--- config.mk ---
export PLATFORM = sky130hd
export DESIGN_NAME = cpu_sequencer_flat
export DESIGN_NICKNAME = d
export VERILOG_FILES = /design/src/rtl/cpu_sequencer_if.sv /design/src/rtl/cpu_sequencer.sv /design/src/flat_wrapper.sv
export SDC_FILE = /design/constraint.sdc
export NUM_CORES = 1
export LEC_CHECK = 0
export CORE_MARGIN = 5
export CORE_UTILIZATION = 30
export DETAILED_ROUTE_END_ITERATION = 8
export HOLD_SLACK_MARGIN = 0.03
export MAX_ROUTING_LAYER = met4
export PLACE_DENSITY = 0.83
export SLEW_MARGIN = 20
export SYNTH_ARGS = -nofsm -noshare
export SYNTH_HDL_FRONTEND = slang
export SYNTH_SLANG_ARGS = --single-unit
--- constraint.sdc ---
create_clock -name Clk -period 1.8 [get_ports Clk]
set_input_delay 0.36 -clock Clk [delete_from_list [all_inputs] [get_ports Clk]]
set_output_delay 0.36 -clock Clk [all_outputs]
set_load 0.01 [all_outputs]
--- src/rtl/cpu_sequencer_if.sv ---
// Bus bundle between cpu_sequencer (master) and the datapath / RAM environment (slave).
interface cpu_sequencer_if #(
    parameter int PC_W    = 8,
    parameter int DADDR_W = 16
);
    logic               Imem_En;
    logic [PC_W-1:0]    Imem_Addr;
    logic [31:0]        Imem_Data;
    logic [31:0]        Instr;
    logic               Cond_Pass;
    logic [31:0]        Alu_Result;
    logic [31:0]        Store_Data;
    logic               Dmem_En;
    logic               Dmem_RW;
    logic [DADDR_W-1:0] Dmem_Addr;
    logic [31:0]        Dmem_WData;
    logic [31:0]        Dmem_RData;
    logic               Reg_We;
    logic [31:0]        Reg_WData;
    logic               Flag_We;
    logic               Ld_Req;
    logic [DADDR_W-1:0] Ld_Addr;
    logic [31:0]        Ld_Data;
    logic               Ld_Gnt;

    modport master (
        output Imem_En, Imem_Addr, Instr, Dmem_En, Dmem_RW, Dmem_Addr, Dmem_WData,
               Reg_We, Reg_WData, Flag_We, Ld_Gnt,
        input  Imem_Data, Cond_Pass, Alu_Result, Store_Data, Dmem_RData,
               Ld_Req, Ld_Addr, Ld_Data
    );

    modport slave (
        input  Imem_En, Imem_Addr, Instr, Dmem_En, Dmem_RW, Dmem_Addr, Dmem_WData,
               Reg_We, Reg_WData, Flag_We, Ld_Gnt,
        output Imem_Data, Cond_Pass, Alu_Result, Store_Data, Dmem_RData,
               Ld_Req, Ld_Addr, Ld_Data
    );
endinterface

--- src/rtl/cpu_sequencer.sv ---
// Multi-cycle fetch/exec/mem/writeback controller with data-RAM preload arbitration.
// Optional: define CPU_SEQ_BRANCH_EN to make opcode 4'hC a conditional branch (else NOP).
module cpu_sequencer #(
    parameter int PC_W    = 8,
    parameter int DADDR_W = 16,
    parameter int MEM_LAT = 1
) (
    input  logic Clk,
    input  logic Reset_n,
    input  logic Run,
    output logic Halted,
    output logic Busy,
    cpu_sequencer_if.master bus
);
    localparam int CW = (MEM_LAT > 1) ? $clog2(MEM_LAT) : 1;
    localparam logic [CW-1:0] LAST = CW'(MEM_LAT - 1);
    localparam int S_BIT = 23;

    typedef enum logic [2:0] {
        S_IDLE, S_FETCH, S_EXEC, S_MEM, S_WB, S_HALT
    } state_t;

    state_t          state;
    logic [PC_W-1:0] pc;
    logic [PC_W-1:0] pc_next;
    logic [31:0]     instr_q;
    logic [31:0]     reg_wdata;
    logic [CW-1:0]   cnt;
    logic            reg_we;
    logic            flag_we;

    logic [3:0] opcode;
    logic       is_ldr, is_str, is_halt, is_alu, lat_done, cpu_mem, ld_gnt;

    assign opcode   = instr_q[27:24];
    assign is_ldr   = (opcode == 4'hD);
    assign is_str   = (opcode == 4'hE);
    assign is_halt  = (opcode == 4'hF);
    // 4'hC never writes registers or flags, whether it is a branch or a NOP
    assign is_alu   = (opcode[3:2] != 2'b11);
    assign lat_done = (cnt == LAST);

`ifdef CPU_SEQ_BRANCH_EN
    assign pc_next = (opcode == 4'hC && bus.Cond_Pass) ? instr_q[PC_W+2:3] : pc + PC_W'(1);
`else
    assign pc_next = pc + PC_W'(1);
`endif

    always_ff @(posedge Clk or negedge Reset_n) begin
        if (!Reset_n) begin
            state     <= S_IDLE;
            pc        <= '0;
            instr_q   <= '0;
            cnt       <= '0;
            reg_we    <= 1'b0;
            flag_we   <= 1'b0;
            reg_wdata <= '0;
        end else begin
            reg_we  <= 1'b0;
            flag_we <= 1'b0;
            case (state)
                S_IDLE: begin
                    cnt <= '0;
                    if (Run) state <= S_FETCH;
                end
                S_FETCH: begin
                    if (lat_done) begin
                        instr_q <= bus.Imem_Data;
                        cnt     <= '0;
                        state   <= S_EXEC;
                    end else begin
                        cnt <= cnt + CW'(1);
                    end
                end
                S_EXEC: begin
                    if (is_halt) begin
                        state <= S_HALT;
                    end else if ((is_ldr || is_str) && bus.Cond_Pass) begin
                        cnt   <= '0;
                        state <= S_MEM;
                    end else begin
                        // failed-condition loads/stores skip the data port entirely
                        reg_we    <= bus.Cond_Pass & is_alu;
                        flag_we   <= bus.Cond_Pass & is_alu & instr_q[S_BIT];
                        reg_wdata <= bus.Alu_Result;
                        state     <= S_WB;
                    end
                end
                S_MEM: begin
                    if (lat_done) begin
                        cnt   <= '0;
                        state <= S_WB;
                        if (is_ldr) begin
                            reg_we    <= 1'b1;
                            reg_wdata <= bus.Dmem_RData;
                        end
                    end else begin
                        cnt <= cnt + CW'(1);
                    end
                end
                S_WB: begin
                    pc    <= pc_next;
                    state <= Run ? S_FETCH : S_IDLE;
                end
                S_HALT: state <= S_HALT;
                default: state <= S_IDLE;
            endcase
        end
    end

    assign Halted = (state == S_HALT);
    assign Busy   = (state != S_IDLE) && (state != S_HALT);

    assign bus.Imem_En   = (state == S_FETCH);
    assign bus.Imem_Addr = pc;
    assign bus.Instr     = instr_q;
    assign bus.Reg_We    = reg_we;
    assign bus.Reg_WData = reg_wdata;
    assign bus.Flag_We   = flag_we;

    // Preload owns the data port whenever the CPU is not in MEM; held off while halted
    assign cpu_mem = (state == S_MEM);
    assign ld_gnt  = bus.Ld_Req && Reset_n && !cpu_mem && (state != S_HALT);

    assign bus.Ld_Gnt     = ld_gnt;
    assign bus.Dmem_En    = cpu_mem || ld_gnt;
    assign bus.Dmem_RW    = cpu_mem && is_ldr;
    assign bus.Dmem_Addr  = cpu_mem ? bus.Alu_Result[DADDR_W-1:0] :
                            ld_gnt  ? bus.Ld_Addr : '0;
    assign bus.Dmem_WData = (cpu_mem && is_str) ? bus.Store_Data :
                            (!cpu_mem && ld_gnt) ? bus.Ld_Data : '0;
endmodule

--- src/flat_wrapper.sv ---
// flat-port wrapper written by rule: the top's interface ports become plain ports
module cpu_sequencer_flat 
#(
    parameter int PC_W    = 8,
    parameter int DADDR_W = 16,
    parameter int MEM_LAT = 1
)
  (Clk, Reset_n, Run, Halted, Busy, bus_Imem_En, bus_Imem_Addr, bus_Instr, bus_Dmem_En, bus_Dmem_RW, bus_Dmem_Addr, bus_Dmem_WData, bus_Reg_We, bus_Reg_WData, bus_Flag_We, bus_Ld_Gnt, bus_Imem_Data, bus_Cond_Pass, bus_Alu_Result, bus_Store_Data, bus_Dmem_RData, bus_Ld_Req, bus_Ld_Addr, bus_Ld_Data);
  cpu_sequencer_if #(.PC_W(PC_W), .DADDR_W(DADDR_W)) bus_i ();
  input  logic Clk;
  input  logic Reset_n;
  input  logic Run;
  output logic Halted;
  output logic Busy;
  output wire logic [$bits(bus_i.Imem_En)-1:0] bus_Imem_En;
  output wire logic [$bits(bus_i.Imem_Addr)-1:0] bus_Imem_Addr;
  output wire logic [$bits(bus_i.Instr)-1:0] bus_Instr;
  output wire logic [$bits(bus_i.Dmem_En)-1:0] bus_Dmem_En;
  output wire logic [$bits(bus_i.Dmem_RW)-1:0] bus_Dmem_RW;
  output wire logic [$bits(bus_i.Dmem_Addr)-1:0] bus_Dmem_Addr;
  output wire logic [$bits(bus_i.Dmem_WData)-1:0] bus_Dmem_WData;
  output wire logic [$bits(bus_i.Reg_We)-1:0] bus_Reg_We;
  output wire logic [$bits(bus_i.Reg_WData)-1:0] bus_Reg_WData;
  output wire logic [$bits(bus_i.Flag_We)-1:0] bus_Flag_We;
  output wire logic [$bits(bus_i.Ld_Gnt)-1:0] bus_Ld_Gnt;
  input wire logic [$bits(bus_i.Imem_Data)-1:0] bus_Imem_Data;
  input wire logic [$bits(bus_i.Cond_Pass)-1:0] bus_Cond_Pass;
  input wire logic [$bits(bus_i.Alu_Result)-1:0] bus_Alu_Result;
  input wire logic [$bits(bus_i.Store_Data)-1:0] bus_Store_Data;
  input wire logic [$bits(bus_i.Dmem_RData)-1:0] bus_Dmem_RData;
  input wire logic [$bits(bus_i.Ld_Req)-1:0] bus_Ld_Req;
  input wire logic [$bits(bus_i.Ld_Addr)-1:0] bus_Ld_Addr;
  input wire logic [$bits(bus_i.Ld_Data)-1:0] bus_Ld_Data;
  assign bus_Imem_En = bus_i.Imem_En;
  assign bus_Imem_Addr = bus_i.Imem_Addr;
  assign bus_Instr = bus_i.Instr;
  assign bus_Dmem_En = bus_i.Dmem_En;
  assign bus_Dmem_RW = bus_i.Dmem_RW;
  assign bus_Dmem_Addr = bus_i.Dmem_Addr;
  assign bus_Dmem_WData = bus_i.Dmem_WData;
  assign bus_Reg_We = bus_i.Reg_We;
  assign bus_Reg_WData = bus_i.Reg_WData;
  assign bus_Flag_We = bus_i.Flag_We;
  assign bus_Ld_Gnt = bus_i.Ld_Gnt;
  assign bus_i.Imem_Data = bus_Imem_Data;
  assign bus_i.Cond_Pass = bus_Cond_Pass;
  assign bus_i.Alu_Result = bus_Alu_Result;
  assign bus_i.Store_Data = bus_Store_Data;
  assign bus_i.Dmem_RData = bus_Dmem_RData;
  assign bus_i.Ld_Req = bus_Ld_Req;
  assign bus_i.Ld_Addr = bus_Ld_Addr;
  assign bus_i.Ld_Data = bus_Ld_Data;
  cpu_sequencer #(.PC_W(PC_W), .DADDR_W(DADDR_W), .MEM_LAT(MEM_LAT)) u_core (.Clk(Clk), .Reset_n(Reset_n), .Run(Run), .Halted(Halted), .Busy(Busy), .bus(bus_i));
endmodule
==> After elaboration in Yosys (flattened, before gate mapping) <==
Cells that the tools add are included.
{ "word_totals": {"register_bits": 78, "inputBits": 181, "word_cells": 77} }
{ "op_classes": {"addsub": 2, "n_eq_ne": 17, "muxes": 28, "bitwise": 3, "n_reduce_logical": 20} }
{ "ops": {"columns": ["cell", "n"], "rows": [
  ["$mux 32", 6],
  ["$pmux 32 s2", 1],
  ["$mux 16", 2],
  ["$pmux 3 s6", 1],
  ["$mux 3", 5],
  ["$eq 4x4->1 const B", 3],
  ["$ne 2x2->1 const B", 6],
  ["$mux 1", 11],
  ["$add 8x1->8 const B", 1],
  ["$logic_and 1x1->1", 8],
  ["$eq 3x2->1 const B", 2],
  ["$eq 3x3->1 const B", 2],
  ["$reduce_and 3->1", 2],
  ["$reduce_bool 3->1", 2],
  ["$reduce_and 5->1", 1],
  ["$ne 2x1->1 const B", 2],
  ["$eq 3x1->1 const B", 1],
  ["$logic_not 3->1", 1],
  ["$ne 3x3->1 const B", 1],
  ["$pmux 1 s3", 1],
  ["$and 1x1->1", 2],
  ["$logic_or 1x1->1", 2],
  ["$pmux 1 s2", 1],
  ["$reduce_and 2->1", 1],
  ["other kinds (5)", 5]
]} }

==> Longest topological paths before layout <==
Gate-level depths: netlist of the first run.
{ "logic_depth": {"depth_word": 7, "depth_mapped": 6} }

==> Worst setup path after synthesis of the first run <==
OpenSTA, ideal clock, no wires.
{ "synth_timing": {"kind": "reg-to-output", "startpoint": "reg u_core.state[1]", "endpoint": "out bus_Dmem_Addr[10]", "arrival_ns": 1.501, "t_required_ns": 1.440, "setup_slack_ns": -0.061, "path_stages_with_launch": 6, "path_buffers": 2, "path_cell_list": "dfrtp_1 -> buf_4 -> xor2_1 -> a21oi_1 -> clkbuf_1 -> a22o_1"} }
{ "synth_via": {"elab_chain_len": 6, "word_cells_on_any_way": 7} }
{ "synth_rtl": {"columns": ["item", "line", "source"], "rows": [
  ["start: declaration", "cpu_sequencer.sv:23", "state_t state;"],
  ["start signal: assignment", "cpu_sequencer.sv:103", "state <= Run ? S_FETCH : S_IDLE;"],
  ["$eq 3x2->1", "cpu_sequencer.sv:122", "assign cpu_mem = (state == S_MEM);"],
  ["$logic_not 1->1", "cpu_sequencer.sv:123", "assign ld_gnt = bus.Ld_Req && Reset_n && !cpu_mem && (state != S_HALT);"],
  ["$logic_and 1x1->1", "cpu_sequencer.sv:123", null],
  ["$logic_and 1x1->1 *", "cpu_sequencer.sv:123", null],
  ["via bus_Ld_Gnt", "flat_wrapper.sv:25", "output wire logic [$bits(bus_i.Ld_Gnt)-1:0] bus_Ld_Gnt;"],
  ["$mux 16 *", "cpu_sequencer.sv:129", "ld_gnt ? bus.Ld_Addr : '0;"],
  ["$mux 16 *", "cpu_sequencer.sv:128", "assign bus.Dmem_Addr = cpu_mem ? bus.Alu_Result[DADDR_W-1:0] :"],
  ["end: declaration", "flat_wrapper.sv:20", "output wire logic [$bits(bus_i.Dmem_Addr)-1:0] bus_Dmem_Addr;"]
]} }
The timed path passes the listed nets; every way through them passes the cells marked *.

==> Worst setup path in the final report of the first run <==
{ "layout_timing": {"startpoint": "reg u_core.state[2]", "endpoint": "out bus_Dmem_WData[25]"} }
{ "layout_via": {"elab_chain_len": 7, "word_cells_on_any_way": 9} }
{ "layout_rtl": {"columns": ["item", "line", "source"], "rows": [
  ["$eq 3x2->1", "cpu_sequencer.sv:122", null],
  ["$logic_not 1->1", "cpu_sequencer.sv:123, cpu_sequencer.sv:131", null],
  ["$logic_and 1x1->1 (2 in series)", "cpu_sequencer.sv:123", null],
  ["$logic_and 1x1->1", "cpu_sequencer.sv:131", "(!cpu_mem && ld_gnt) ? bus.Ld_Data : '0;"],
  ["$mux 32", "cpu_sequencer.sv:131", null],
  ["$mux 32 *", "cpu_sequencer.sv:130", "assign bus.Dmem_WData = (cpu_mem && is_str) ? bus.Store_Data :"],
  ["end: declaration", "flat_wrapper.sv:21", "output wire logic [$bits(bus_i.Dmem_WData)-1:0] bus_Dmem_WData;"]
]} }
Every way passes the cells marked *; elsewhere a longest branch is shown, timed or not.

==> key figures, run 1 <==
Setup path
  • Crit path kind: flip-flop to output pin
  • Cell with the biggest individual delay on the critical path: sky130_fd_sc_hd__dfrtp_2
  • CP Data Required Time: between 1 and 1.5 ns
  • Worst r2r path cells: 9
  • Series of cell instances along the critical path: buf_6, nand3b_4, nor3_4, buf_4, buf_16, a22o_1, buf_2
  • Largest fanout on the critical path: 16
  • Critical register-to-register path startpoint: u_core.state[2]
  • Capture instance of the worst register-to-register path: u_core.bus.Reg_WData[20]
  • Startpoint type of the worst setup path: flip-flop
  • Largest incremental delay on the critical path: around 0.44 ns
  • Type of destination of the critical path: output pin
  • Worst endpoint data arrival time: roughly 1.8 ns
  • Setup slack of the most critical reg-to-reg path: -0.36 ns

Routing
  • Routed wire length: 17.30 mm
  • Via/cell ratio: between 4 and 5
  • Drc violations: 0
  • Vias: slightly below 4000
  • Count of TritonRoute iterations in the first routing pass: 4
  • Drt initial violations: just under 100
  • Wirelength per Cell: 21.05 um
  • DRT antenna net count: 0

Pwr
  • Static Leak: between 3 and 4 nW
  • Power consumption: about 12 mW
  • Cell area power density: approximately 1400 nW/um2
  • Worst-case vdd ir drop: around 0.00088 V

Place
  • Worst slack after detailed placement: -0.6158 ns
  • Hpwl dp: roughly 13 mm
  • Post-placement cell area: 7378 um2
  • I/O Buffers: ~310
  • Final Wtd Congestion: between 0.9 and 1

Synthesis
  • Seq/Total Area, Yosys: 0.4917
  • Cells after synthesis: between 200 and 300
  • Share of flip-flops with an asynchronous set or reset after synthesis: 1.000
  • Most frequent cell after synthesis: sky130_fd_sc_hd__dfrtp_1
  • FF+latch count, synth: 77
  • Leading register cell type out of synthesis: sky130_fd_sc_hd__dfrtp_1
  • Portion of synthesized cell area occupied by the leading cell type: 0.4917
  • Netlist cell types: 33
  • Synthesized Nets: 477
  • Post-synth EDFFs: 0
  • Syn Std Cell Area: 3919 um2
  • Largest cells by area after synthesis: sky130_fd_sc_hd__dfrtp_1 49%, sky130_fd_sc_hd__mux2_2 19%, sky130_fd_sc_hd__a22o_1 11%
  • Total number of yosys warnings: 0
  • Average footprint of a synthesized cell: about 13 um2
  • Dominant cell type by area after synthesis: sky130_fd_sc_hd__dfrtp_1
  • Most numerous cell types in the synthesized netlist: 77 x sky130_fd_sc_hd__dfrtp_1, 66 x sky130_fd_sc_hd__mux2_2, 48 x sky130_fd_sc_hd__a22o_1

Timing
  • Maximum clock skew at final layout: 0.01017 ns
  • Fin Setup TNS: -27.01 ns
  • Number of setup violations in the final report: 85
  • Count of endpoints failing hold in the final timing report: 0
  • Max-Slew Margin vs Limit: 0.6844
  • Maximum operating frequency: approximately 460 MHz
  • Period utilization: 1.215
  • Post-route minimum period: between 2 and 2.5 ns
  • RSZ-0062 raised after global routing: true
  • Setup WS post-layout: -0.3877 ns
  • Worst Max-Slew Pin Slew: 0.4698 ns
  • Max-slew violation count: 0

Clock tree
  • TritonCTS clock tree: yes
  • Num Clock Sinks: 77
  • Clock Latency Late Sink: 0.33 ns
  • H-tree levels: 3
  • Root Driver: sky130_fd_sc_hd__clkbuf_16
  • Clock transition at the registers of the reported paths: around 0.06 ns
  • Number of buffers created by CTS: 9
  • Largest buffer count on any clock path: 2

Die
  • Die Y-Extent: 124.3 um
  • Effective utilization at floorplan: 0.3080
  • Count of pins on the block boundary: 309
  • Placeable core area: around 13000 um2
  • Chip width: around 120 um
  • Row count: 41
  • Area of the die: 15450 um2

Global routing
  • Pin count of the biggest net entering global routing: 78
  • Initial antenna violation count: 1
  • Total grt overflow: 0
  • Global Route Usage Sum: 0.2178
  • Global-route wire length before repair: around 26 mm
  • Via count of the first global-routing pass: ~4500

Outcome
  • Status: finished, violations left
  • Violated checks: negative setup slack

Final layout
  • Area growth, synth to finish: 104.2%
  • Final design area excluding fillers: around 8000 um2
  • Share of final-layout standard cells stronger than drive strength 1: 0.3621
  • Final nets: about 830
  • Filler cell count: ~1000

Worst hold path
  • Class of the most critical hold timing path: input port to async pin

Flow run
  • Max-Cap Viols: 0
critical path, delay by kind of cell, from the launching register on:
| family | cells | cell delay, ns |
|---|---|---|
| flops | 1 | 0.44 |
| simple gates | 2 | 0.34 |
| buf+inv | 4 | 0.57 |
| compound gates | 1 | 0.13 |
how the worst max path moves through the flow:
stage,start,endpoint,slack [ns],depth (start not counted)
floorplan,u_core.state[0],bus_Dmem_Addr[10],0.04,5
global placement,bus_Ld_Req,bus_Dmem_WData[3],-0.60,6
detailed placement,bus_Ld_Req,bus_Dmem_WData[1],-0.62,6
CTS,u_core.state[2],bus_Dmem_WData[11],-0.46,7
global route,u_core.state[2],bus_Dmem_WData[25],-0.48,7
finish,u_core.state[2],bus_Dmem_WData[25],-0.39,7
metal layers:
layer	part of all wire	up-vias	wire (um)	track usage
met3	0.071	25	1234	0.06690
met5	0	-	0	-
li1	-	1806	-	-
met4	0.019	0	321	0.05609
met2	0.55	186	9588	0.4046
met1	0.36	1949	6157	0.2220
cell usage in the layout (no fill, tap or decap), types with 2 or more instances in the layout:
cell                              instances
sky130_fd_sc_hd__clkdlybuf4s50_1        253
sky130_fd_sc_hd__dfrtp_1                 74
sky130_fd_sc_hd__mux2_2                  64
sky130_fd_sc_hd__buf_2                   49
sky130_fd_sc_hd__a22o_1                  48
sky130_fd_sc_hd__mux2_4                  32
sky130_fd_sc_hd__buf_4                   23
sky130_fd_sc_hd__buf_6                   17
sky130_fd_sc_hd__clkbuf_16               11
sky130_fd_sc_hd__buf_16                   7
sky130_fd_sc_hd__nand2_1                  6
sky130_fd_sc_hd__buf_12                   6
sky130_fd_sc_hd__xnor2_1                  5
sky130_fd_sc_hd__inv_1                    3
sky130_fd_sc_hd__nand3_1                  3
sky130_fd_sc_hd__dfrtp_2                  3
sky130_fd_sc_hd__nand2b_1                 2
sky130_fd_sc_hd__nor3_4                   2
sky130_fd_sc_hd__a21o_1                   2
sky130_fd_sc_hd__nor2_1                   2
sky130_fd_sc_hd__a21oi_1                  2
sky130_fd_sc_hd__o21ai_0                  2
sky130_fd_sc_hd__nand4_1                  2
sky130_fd_sc_hd__xor2_1                   2
sky130_fd_sc_hd__clkinvlp_4               2
sky130_fd_sc_hd__inv_6                    2
sky130_fd_sc_hd__buf_8                    2
area by class of cell:
type / count / area (um2) / area share
Multi-Input combinational cell: 193 / 2027 / 0.2534
Inverter: 4 / 15.01 / 0.001877
Tap cell: 172 / 215.2 / 0.02690
Timing Repair Buffer: 359 / 3535 / 0.4418
Clock inverter: 6 / 46.29 / 0.005787
Clock buffer: 10 / 229.0 / 0.02862
Antenna cell: 1 / 2.502 / 0.0003128
Sequential cell: 77 / 1931 / 0.2413
sequential cells by signal, summed over array words and instances (netlist names):
register / cells
u_core.state: 3
u_core.bus.Reg_We: 1
u_core.bus.Flag_We: 1
u_core.bus.Reg_WData: 32
u_core.bus.Instr: 32
u_core.bus.Imem_Addr: 8
cell families after synthesis:
logic type      Yosys count  share of synthesized area
mux                      96                     0.2759
flops                    77                     0.4917
compound gates           59                     0.1274
simple gates             29                    0.04821
buf+inv                  25                    0.03576
xor+xnor                  8                    0.01788
fa+ha+maj                 1                   0.003192
through the flow:
step | utilization | std cells | hold slack (ns)
detailed placement | 0.5800 | 782 | 0.4738
finish | 0.6288 | 822 | 0.05375
CTS | 0.6182 | 815 | 0.3342
global placement | 0.5800 | 782 | 0.4639
global route | 0.6288 | 822 | 0.07257
floorplan | - | 295 | 0.06441
what timing repair did:
action,CTS,global route
gates resized for setup,265,27
cloned,8,3
pin swaps,14,15
setup buffers,9,8
endpoints found under the setup margin,117,116
hold buffers,0,0
report_power, final:
group | total [mW] | leakage [nW] | internal (mW) | switching, mW
clock network | 1.68 | 0.129 | 0.944 | 0.740
logic | 6.75 | 2.46 | 4.23 | 2.52
registers | 3.14 | 0.913 | 2.60 | 0.537
total | 11.6 | 3.50 | 7.78 | 3.80
No activity file was read; power rests on OpenSTA's default activity.
==> inputs of run 2 (changes only) <==
--- a/config.mk
+++ b/config.mk
@@ -5,12 +5,14 @@
 export SDC_FILE = /design/constraint.sdc
 export NUM_CORES = 1
 export LEC_CHECK = 0
+export ABC_AREA = 1
 export CORE_MARGIN = 5
-export CORE_UTILIZATION = 30
+export CORE_UTILIZATION = 32
 export DETAILED_ROUTE_END_ITERATION = 8
 export HOLD_SLACK_MARGIN = 0.03
 export MAX_ROUTING_LAYER = met4
-export PLACE_DENSITY = 0.83
+export PLACE_DENSITY = 0.85
+export RECOVER_POWER = 25
 export SLEW_MARGIN = 20
 export SYNTH_ARGS = -nofsm -noshare
 export SYNTH_HDL_FRONTEND = slang
==> run 2 against run 1 <==
Worst hold slack gained 0.29 ns. Count of clock-buffer cells in the layout is the same. Critical path type unchanged. The run still ends with negative setup slack left. First-iteration DRC count rose to 3.1 times the previous value. Setup slack gained 0.0095 ns. Die area increased by 1.2%.
==> key figures, run 2 <==
Pwr
  • Worst-case vdd ir drop: around 0.00053 V
  • Cell area power density: 1267 nW/um2
  • Static Leak: approximately 4.4 nW
  • Clock network fraction of total power: 0.175
  • Sequential group share of total power: 0.269
  • Internal Power: approximately 6.9 mW
  • Fraction of power spent switching nets: 0.3692
  • Switching pwr: 4.050 mW
  • Combinational Power Share: 0.555

Setup path
  • CP Data Required Time: between 1 and 1.5 ns
  • Crit path kind: flip-flop to output pin
  • Startpoint type of the worst setup path: flip-flop
  • Worst endpoint data arrival time: ~1.8 ns
  • Largest fanout on the critical path: 5
  • Type of destination of the critical path: output pin

Synthesis
  • Dominant cell type by area after synthesis: sky130_fd_sc_hd__dfrtp_1
  • Syn Std Cell Area: about 4200 um2
  • Netlist cell types: 26
  • Total number of yosys warnings: 0
  • Post-synth EDFFs: 0
  • Largest cells by area after synthesis: sky130_fd_sc_hd__dfrtp_1 45%, sky130_fd_sc_hd__nand2_1 33%, sky130_fd_sc_hd__nand3_1 8.3%
  • FF+latch count, synth: slightly below 80
  • Share of flip-flops with an asynchronous set or reset after synthesis: 1.000
  • Average footprint of a synthesized cell: 6.909 um2
  • Cells after synthesis: 613
  • Portion of synthesized cell area occupied by the leading cell type: 0.4549
  • Most numerous cell types in the synthesized netlist: 367 x sky130_fd_sc_hd__nand2_1, 77 x sky130_fd_sc_hd__dfrtp_1, 70 x sky130_fd_sc_hd__nand3_1
  • Seq/Total Area, Yosys: 0.4549
  • Most frequent cell after synthesis: sky130_fd_sc_hd__nand2_1
  • Synthesized Nets: about 800
  • Leading register cell type out of synthesis: sky130_fd_sc_hd__dfrtp_1

Routing
  • Drt initial violations: 303
  • WL met3: 1.176 mm
  • Via/cell ratio: about 4.6
  • Wirelength per Cell: about 16 um
  • Highest signal layer in the routed design: met4
  • Vias: between 5000 and 6000
  • Count of TritonRoute iterations in the first routing pass: 4
  • Routed metal-1 wirelength: between 7 and 8 mm
  • Drc violations: 0
  • DR WL met2: 9.624 mm
  • Routed wire length: 18.73 mm
  • DRT antenna net count: 0

Die
  • Die Y-Extent: 125.0 um
  • Area of the die: around 16000 um2
  • Effective utilization at floorplan: 0.3237
  • Row count: between 40 and 50
  • Chip width: around 130 um
  • Count of pins on the block boundary: 309
  • Placeable core area: roughly 13000 um2

Clock tree
  • Clock transition at the registers of the reported paths: roughly 0.06 ns
  • Num Clock Sinks: between 70 and 80
  • Largest buffer count on any clock path: 2
  • Number of buffers created by CTS: 9
  • Hold buffers post-CTS: 0
  • TritonCTS clock tree: yes
  • Root Driver: sky130_fd_sc_hd__clkbuf_16
  • Clock Latency Late Sink: roughly 0.33 ns
  • H-tree levels: 3

Final layout
  • Share of final-layout standard cells stronger than drive strength 1: 0.2191
  • Final nets: about 1200
  • Area growth, synth to finish: 104.4%
  • Leading cell types in the layout, fill and taps excluded: 321 x sky130_fd_sc_hd__nand2_1, 253 x sky130_fd_sc_hd__clkdlybuf4s50_1, 76 x sky130_fd_sc_hd__dfrtp_1
  • Sequential cell area in the final layout: 1928 um2
  • Filler cell count: between 1000 and 1500
  • Final design area excluding fillers: just under 9000 um2
  • Footprint of the multi-input gates: ~2200 um2
  • Most common cell after layout, fill and taps aside: sky130_fd_sc_hd__nand2_1

Place
  • Post-placement cell area: a little under 8000 um2
  • Final Wtd Congestion: about 0.86
  • I/O Buffers: 308
  • Hpwl dp: approximately 13 mm
  • Worst slack after detailed placement: -0.5465 ns

Global routing
  • Pin count of the biggest net entering global routing: 41
  • Via count of the first global-routing pass: between 5000 and 6000
  • Global Route Usage Sum: 0.2322
  • Global-route wire length before repair: approximately 28 mm
  • Initial antenna violation count: 1
  • Total grt overflow: 0

Timing
  • Post-route minimum period: ~2.2 ns
  • Max-slew violation count: 0
  • Period utilization: 1.210
  • Setup WS post-layout: -0.3782 ns
  • Count of endpoints failing hold in the final timing report: 0
  • Maximum clock skew at final layout: roughly 0.0084 ns
  • Worst Max-Slew Pin Slew: 0.9841 ns
  • Number of setup violations in the final report: 50
  • Fin Setup TNS: -15.48 ns
  • Maximum operating frequency: around 460 MHz
  • RSZ-0062 raised after global routing: true
  • Max-Slew Margin vs Limit: 0.3439

Worst hold path
  • Class of the most critical hold timing path: input port to async pin

Outcome
  • Violated checks: negative setup slack
  • Status: finished, violations left

Flow run
  • Max-Cap Viols: 0
==> run 2: final cells by class <==
type	instances	share of cell area
Multi-Input combinational cell	483	0.2590
Clock buffer	10	0.02645
Clock inverter	5	0.009829
Timing Repair Buffer	379	0.4467
Tap cell	176	0.02544
Sequential cell	77	0.2228
Antenna cell	1	0.0002891
Inverter	18	0.009540
==> run 2: critical path, cell delays in order, from the launching register on <==
cell                      delay [ns]
sky130_fd_sc_hd__dfrtp_1        0.40
sky130_fd_sc_hd__inv_2          0.09
sky130_fd_sc_hd__nand2_4        0.06
sky130_fd_sc_hd__nor2_4         0.10
sky130_fd_sc_hd__inv_2          0.07
sky130_fd_sc_hd__nand4_4        0.09
sky130_fd_sc_hd__inv_4          0.06
sky130_fd_sc_hd__buf_12         0.13
sky130_fd_sc_hd__buf_16         0.13
sky130_fd_sc_hd__buf_8          0.12
sky130_fd_sc_hd__nand2_2        0.05
sky130_fd_sc_hd__nand2_1        0.05
sky130_fd_sc_hd__buf_2          0.14
==> run 2: stage by stage <==
stage | util | std cells | total power, mW | hold slack (ns)
after CTS | 0.6439 | 1143 | 10.85 | 0.1803
after floorplan | - | 613 | 5.292 | 0.06441
after global routing | 0.6615 | 1149 | 11.66 | 0.4399
after detailed placement | 0.5920 | 1105 | 8.466 | 0.4577
after global placement | 0.5920 | 1105 | 8.306 | 0.4532
final | 0.6615 | 1149 | 10.97 | 0.3471
==> run 2: timing repair <==
| action | CTS | global route |
|---|---|---|
| setup buffers | 12 | 5 |
| pin swaps | 4 | 8 |
| gates cloned | 11 | 1 |
| gates resized for setup | 281 | 48 |
| endpoints found under the setup margin | 54 | 86 |
==> run 2: kinds of logic after synthesis <==
family	after synthesis	synth area share
AO/OA/AOI/OAI	4	0.004725
XOR/XNOR	7	0.01448
adder cells (fa/ha/maj)	1	0.002954
buffers and inverters	53	0.06027
flip-flops	77	0.4549
multiplexers	1	0.002659
AND/OR/NAND/NOR	470	0.4600
==> run 2: power by group through the flow <==
stage,clock network [mW],registers [mW],logic (mW)
2_1_floorplan,0,3.30,1.99
5_1_grt,2.05,3.05,6.56
3_3_place_gp,0,2.93,5.38
3_5_place_dp,0,2.98,5.49
6_report,1.92,2.95,6.09
4_1_cts,1.96,2.95,5.94
==> run 2: worst paths after layout <==
path	startpoint	end	slack [ns]	cells after the start
max	u_core.state[1]	bus_Dmem_WData[4]	-0.38	12
min	Reset_n	u_core.bus.Instr[21]	0.35	2
max reg2reg	u_core.state[1]	u_core.bus.Instr[25]	0.09	9
min reg2reg	u_core.bus.Instr[0]	u_core.bus.Instr[0]	0.47	2
max in group asynchronous	Reset_n	u_core.bus.Reg_WData[5]	0.26	3
min in group Clk	u_core.bus.Instr[0]	u_core.bus.Instr[0]	0.47	2
==> run 2: layer usage <==
metal | up-vias | track usage
met1 | 2424 | 0.2601
met2 | 240 | 0.4144
met5 | - | -
li1 | 2609 | -
met4 | 0 | 0.09311
met3 | 43 | 0.03539
==> inputs of run 3 (changes only) <==
--- a/config.mk
+++ b/config.mk
@@ -13,6 +13,7 @@
 export MAX_ROUTING_LAYER = met4
 export PLACE_DENSITY = 0.85
 export RECOVER_POWER = 25
+export SETUP_SLACK_MARGIN = 0.1
 export SLEW_MARGIN = 20
 export SYNTH_ARGS = -nofsm -noshare
 export SYNTH_HDL_FRONTEND = slang
==> run 3 against run 2 <==
The flow still finishes with violations (negative setup slack). Maximum frequency fell by 0.80%. Via count rose by 1.1%. Wire length rose by 2.9%. Sequential power barely moved. Setup slack got worse by 0.018 ns. Global-route usage rose by 0.31 points. Highest routed layer unchanged. Critical endpoint is now bus_Dmem_Addr[2]. Cell count rose by 0.61%. Largest power group unchanged. Critical path type unchanged. Sequential share of layout area fell by 0.33 points. Clock power barely moved. Core utilization rose by 0.99 points. Register-to-register slack barely moved. Die area did not move.
==> key figures, run 3 (same netlist as run 2, synthesis figures left out) <==
Global routing
  • Global-route wire length before repair: approximately 29 mm
  • Total grt overflow: 0
  • Pin count of the biggest net entering global routing: 41
  • Via count of the first global-routing pass: around 5400
  • Global Route Usage Sum: 0.2354
  • Initial antenna violation count: 1

Timing
  • Max-Slew Margin vs Limit: 0.3390
  • Maximum operating frequency: 455.4 MHz
  • RSZ-0062 raised after global routing: true
  • Worst Max-Slew Pin Slew: slightly below 1 ns
  • Post-route minimum period: 2.196 ns
  • Maximum clock skew at final layout: between 0.008 and 0.009 ns
  • Max-slew violation count: 0
  • Setup WS post-layout: -0.3958 ns
  • Count of endpoints failing hold in the final timing report: 0
  • Smallest hold slack: 0.3523 ns
  • Number of setup violations in the final report: 51
  • Period utilization: 1.220

Die
  • Effective utilization at floorplan: 0.3237
  • Placeable core area: ~13000 um2
  • Area of the die: about 16000 um2
  • Row count: between 40 and 50
  • Die Y-Extent: about 130 um
  • Count of pins on the block boundary: 309
  • Chip width: roughly 130 um

Setup path
  • Cell with the biggest individual delay on the critical path: sky130_fd_sc_hd__dfrtp_1
  • Setup slack of the most critical reg-to-reg path: approximately 0.090 ns
  • Series of cell instances along the critical path: buf_4, nand3_4, buf_6, inv_12, bufbuf_16, nand2_1, nand2_2, buf_6
  • Startpoint type of the worst setup path: flip-flop
  • Largest incremental delay on the critical path: between 0.3 and 0.4 ns
  • Crit path kind: flip-flop to output pin
  • Dominant cell type by count on the critical path: sky130_fd_sc_hd__buf_6
  • CP Data Required Time: ~1.4 ns
  • Type of destination of the critical path: output pin
  • Largest fanout on the critical path: 13
  • Worst endpoint data arrival time: 1.84 ns

Routing
  • Via/cell ratio: roughly 4.6
  • Routed wire length: slightly below 20 mm
  • Vias: ~5400
  • DRT antenna net count: 0
  • Drt initial violations: 355
  • Wirelength per Cell: between 15 and 20 um
  • Drc violations: 0
  • Count of TritonRoute iterations in the first routing pass: 4

Final layout
  • Share of final-layout standard cells stronger than drive strength 1: 0.2247
  • Final design area excluding fillers: slightly below 9000 um2
  • Area growth, synth to finish: 107.4%
  • Most common cell after layout, fill and taps aside: sky130_fd_sc_hd__nand2_1
  • Final nets: 1157
  • Leading cell types in the layout, fill and taps excluded: 326 x sky130_fd_sc_hd__nand2_1, 248 x sky130_fd_sc_hd__clkdlybuf4s50_1, 76 x sky130_fd_sc_hd__dfrtp_1
  • Filler cell count: 1077
  • Final core occ: 0.6714

Clock tree
  • H-tree levels: 3
  • Clock Latency Late Sink: 0.33 ns
  • Largest buffer count on any clock path: 2
  • Num Clock Sinks: 77
  • Number of buffers created by CTS: 9
  • Hold buffers post-CTS: 0
  • TritonCTS clock tree: yes
  • Root Driver: sky130_fd_sc_hd__clkbuf_16
  • Clock transition at the registers of the reported paths: about 0.070 ns

Place
  • Hpwl dp: 13.28 mm
  • Post-placement cell area: 7746 um2
  • Final Wtd Congestion: approximately 0.86
  • I/O Buffers: 308

Outcome
  • Status: finished, violations left
  • Violated checks: negative setup slack

Worst hold path
  • Class of the most critical hold timing path: input port to async pin

Pwr
  • Power consumption: between 10 and 15 mW
  • Static Leak: approximately 4.5 nW
  • Worst-case vdd ir drop: roughly 0.00053 V
  • Cell area power density: approximately 1300 nW/um2

Flow run
  • Max-Cap Viols: 0
[run 3: changes by cell type in the layout (fill, tap and decap cells not counted), moves of 2 or more]
| cell | change |
|---|---|
| sky130_fd_sc_hd__nand2_2 | -6 |
| sky130_fd_sc_hd__clkdlybuf4s50_1 | -5 |
| sky130_fd_sc_hd__nand2_1 | +5 |
| sky130_fd_sc_hd__buf_2 | +4 |
| sky130_fd_sc_hd__dlygate4sd2_1 | +3 |
| sky130_fd_sc_hd__nor2_1 | -3 |
| sky130_fd_sc_hd__buf_12 | +2 |
| sky130_fd_sc_hd__clkbuf_16 | +2 |
| sky130_fd_sc_hd__nor2_4 | +2 |
[run 3: cell type report]
cell class	count	area, um2	area share
diodes	1	2.502	0.0002848
clock buffers	10	229.0	0.02606
clock inverters	5	85.08	0.009684
inverters	18	82.58	0.009399
multi-input cells	483	2261	0.2573
flip-flops and latches	77	1928	0.2195
well taps	176	220.2	0.02506
repair buffers	386	3978	0.4527
[run 3: repair_timing]
action / 4_1_cts / 5_1_grt
gates resized for setup: 298 / 44
buffers inserted: 14 / 7
gates cloned: 12 / 3
pin swaps: 7 / 7
endpoints found under the setup margin: 75 / 90
[run 3: metrics by stage]
stage               std cells  TNS (ns)  setup slack (ns)
global route             1156    -21.84           -0.4710
finish                   1156    -16.26           -0.3958
detailed placement       1105    -25.65           -0.5465
floorplan                 613         0            0.1234
global placement         1105    -24.50           -0.5216
CTS                      1146    -17.39           -0.3873
[run 3: worst paths after layout]
kind / start / to / cells after the start
min in group Clk: u_core.bus.Instr[0] / u_core.bus.Instr[0] / 2
hold reg to reg: u_core.bus.Instr[0] / u_core.bus.Instr[0] / 2
setup / recovery: u_core.state[1] / bus_Dmem_Addr[2] / 8
hold / removal: Reset_n / u_core.bus.Instr[11] / 2
setup reg to reg: u_core.state[1] / u_core.bus.Reg_WData[0] / 11
max in group asynchronous: Reset_n / u_core.bus.Reg_WData[15] / 3
[run 3: report_power, final]
group / total [mW] / internal [mW] / switching (mW)
clock network: 1.92 / 1.21 / 0.702
logic: 6.31 / 3.32 / 2.98
registers: 2.96 / 2.51 / 0.451
total: 11.2 / 7.04 / 4.14
[run 3: layer usage]
metal	global-route usage	up-vias	share of wire
met5	-	-	0
met4	0.09694	0	0.035
met3	0.03497	43	0.054
met2	0.4185	235	0.52
met1	0.2644	2471	0.39
li1	-	2624	-
[run 3: critical path: cells and delay by family (launching register included)]
family | cells | cell delay, ns
buffers and inverters | 5 | 0.80
flip-flops | 1 | 0.38
AND/OR/NAND/NOR | 3 | 0.33
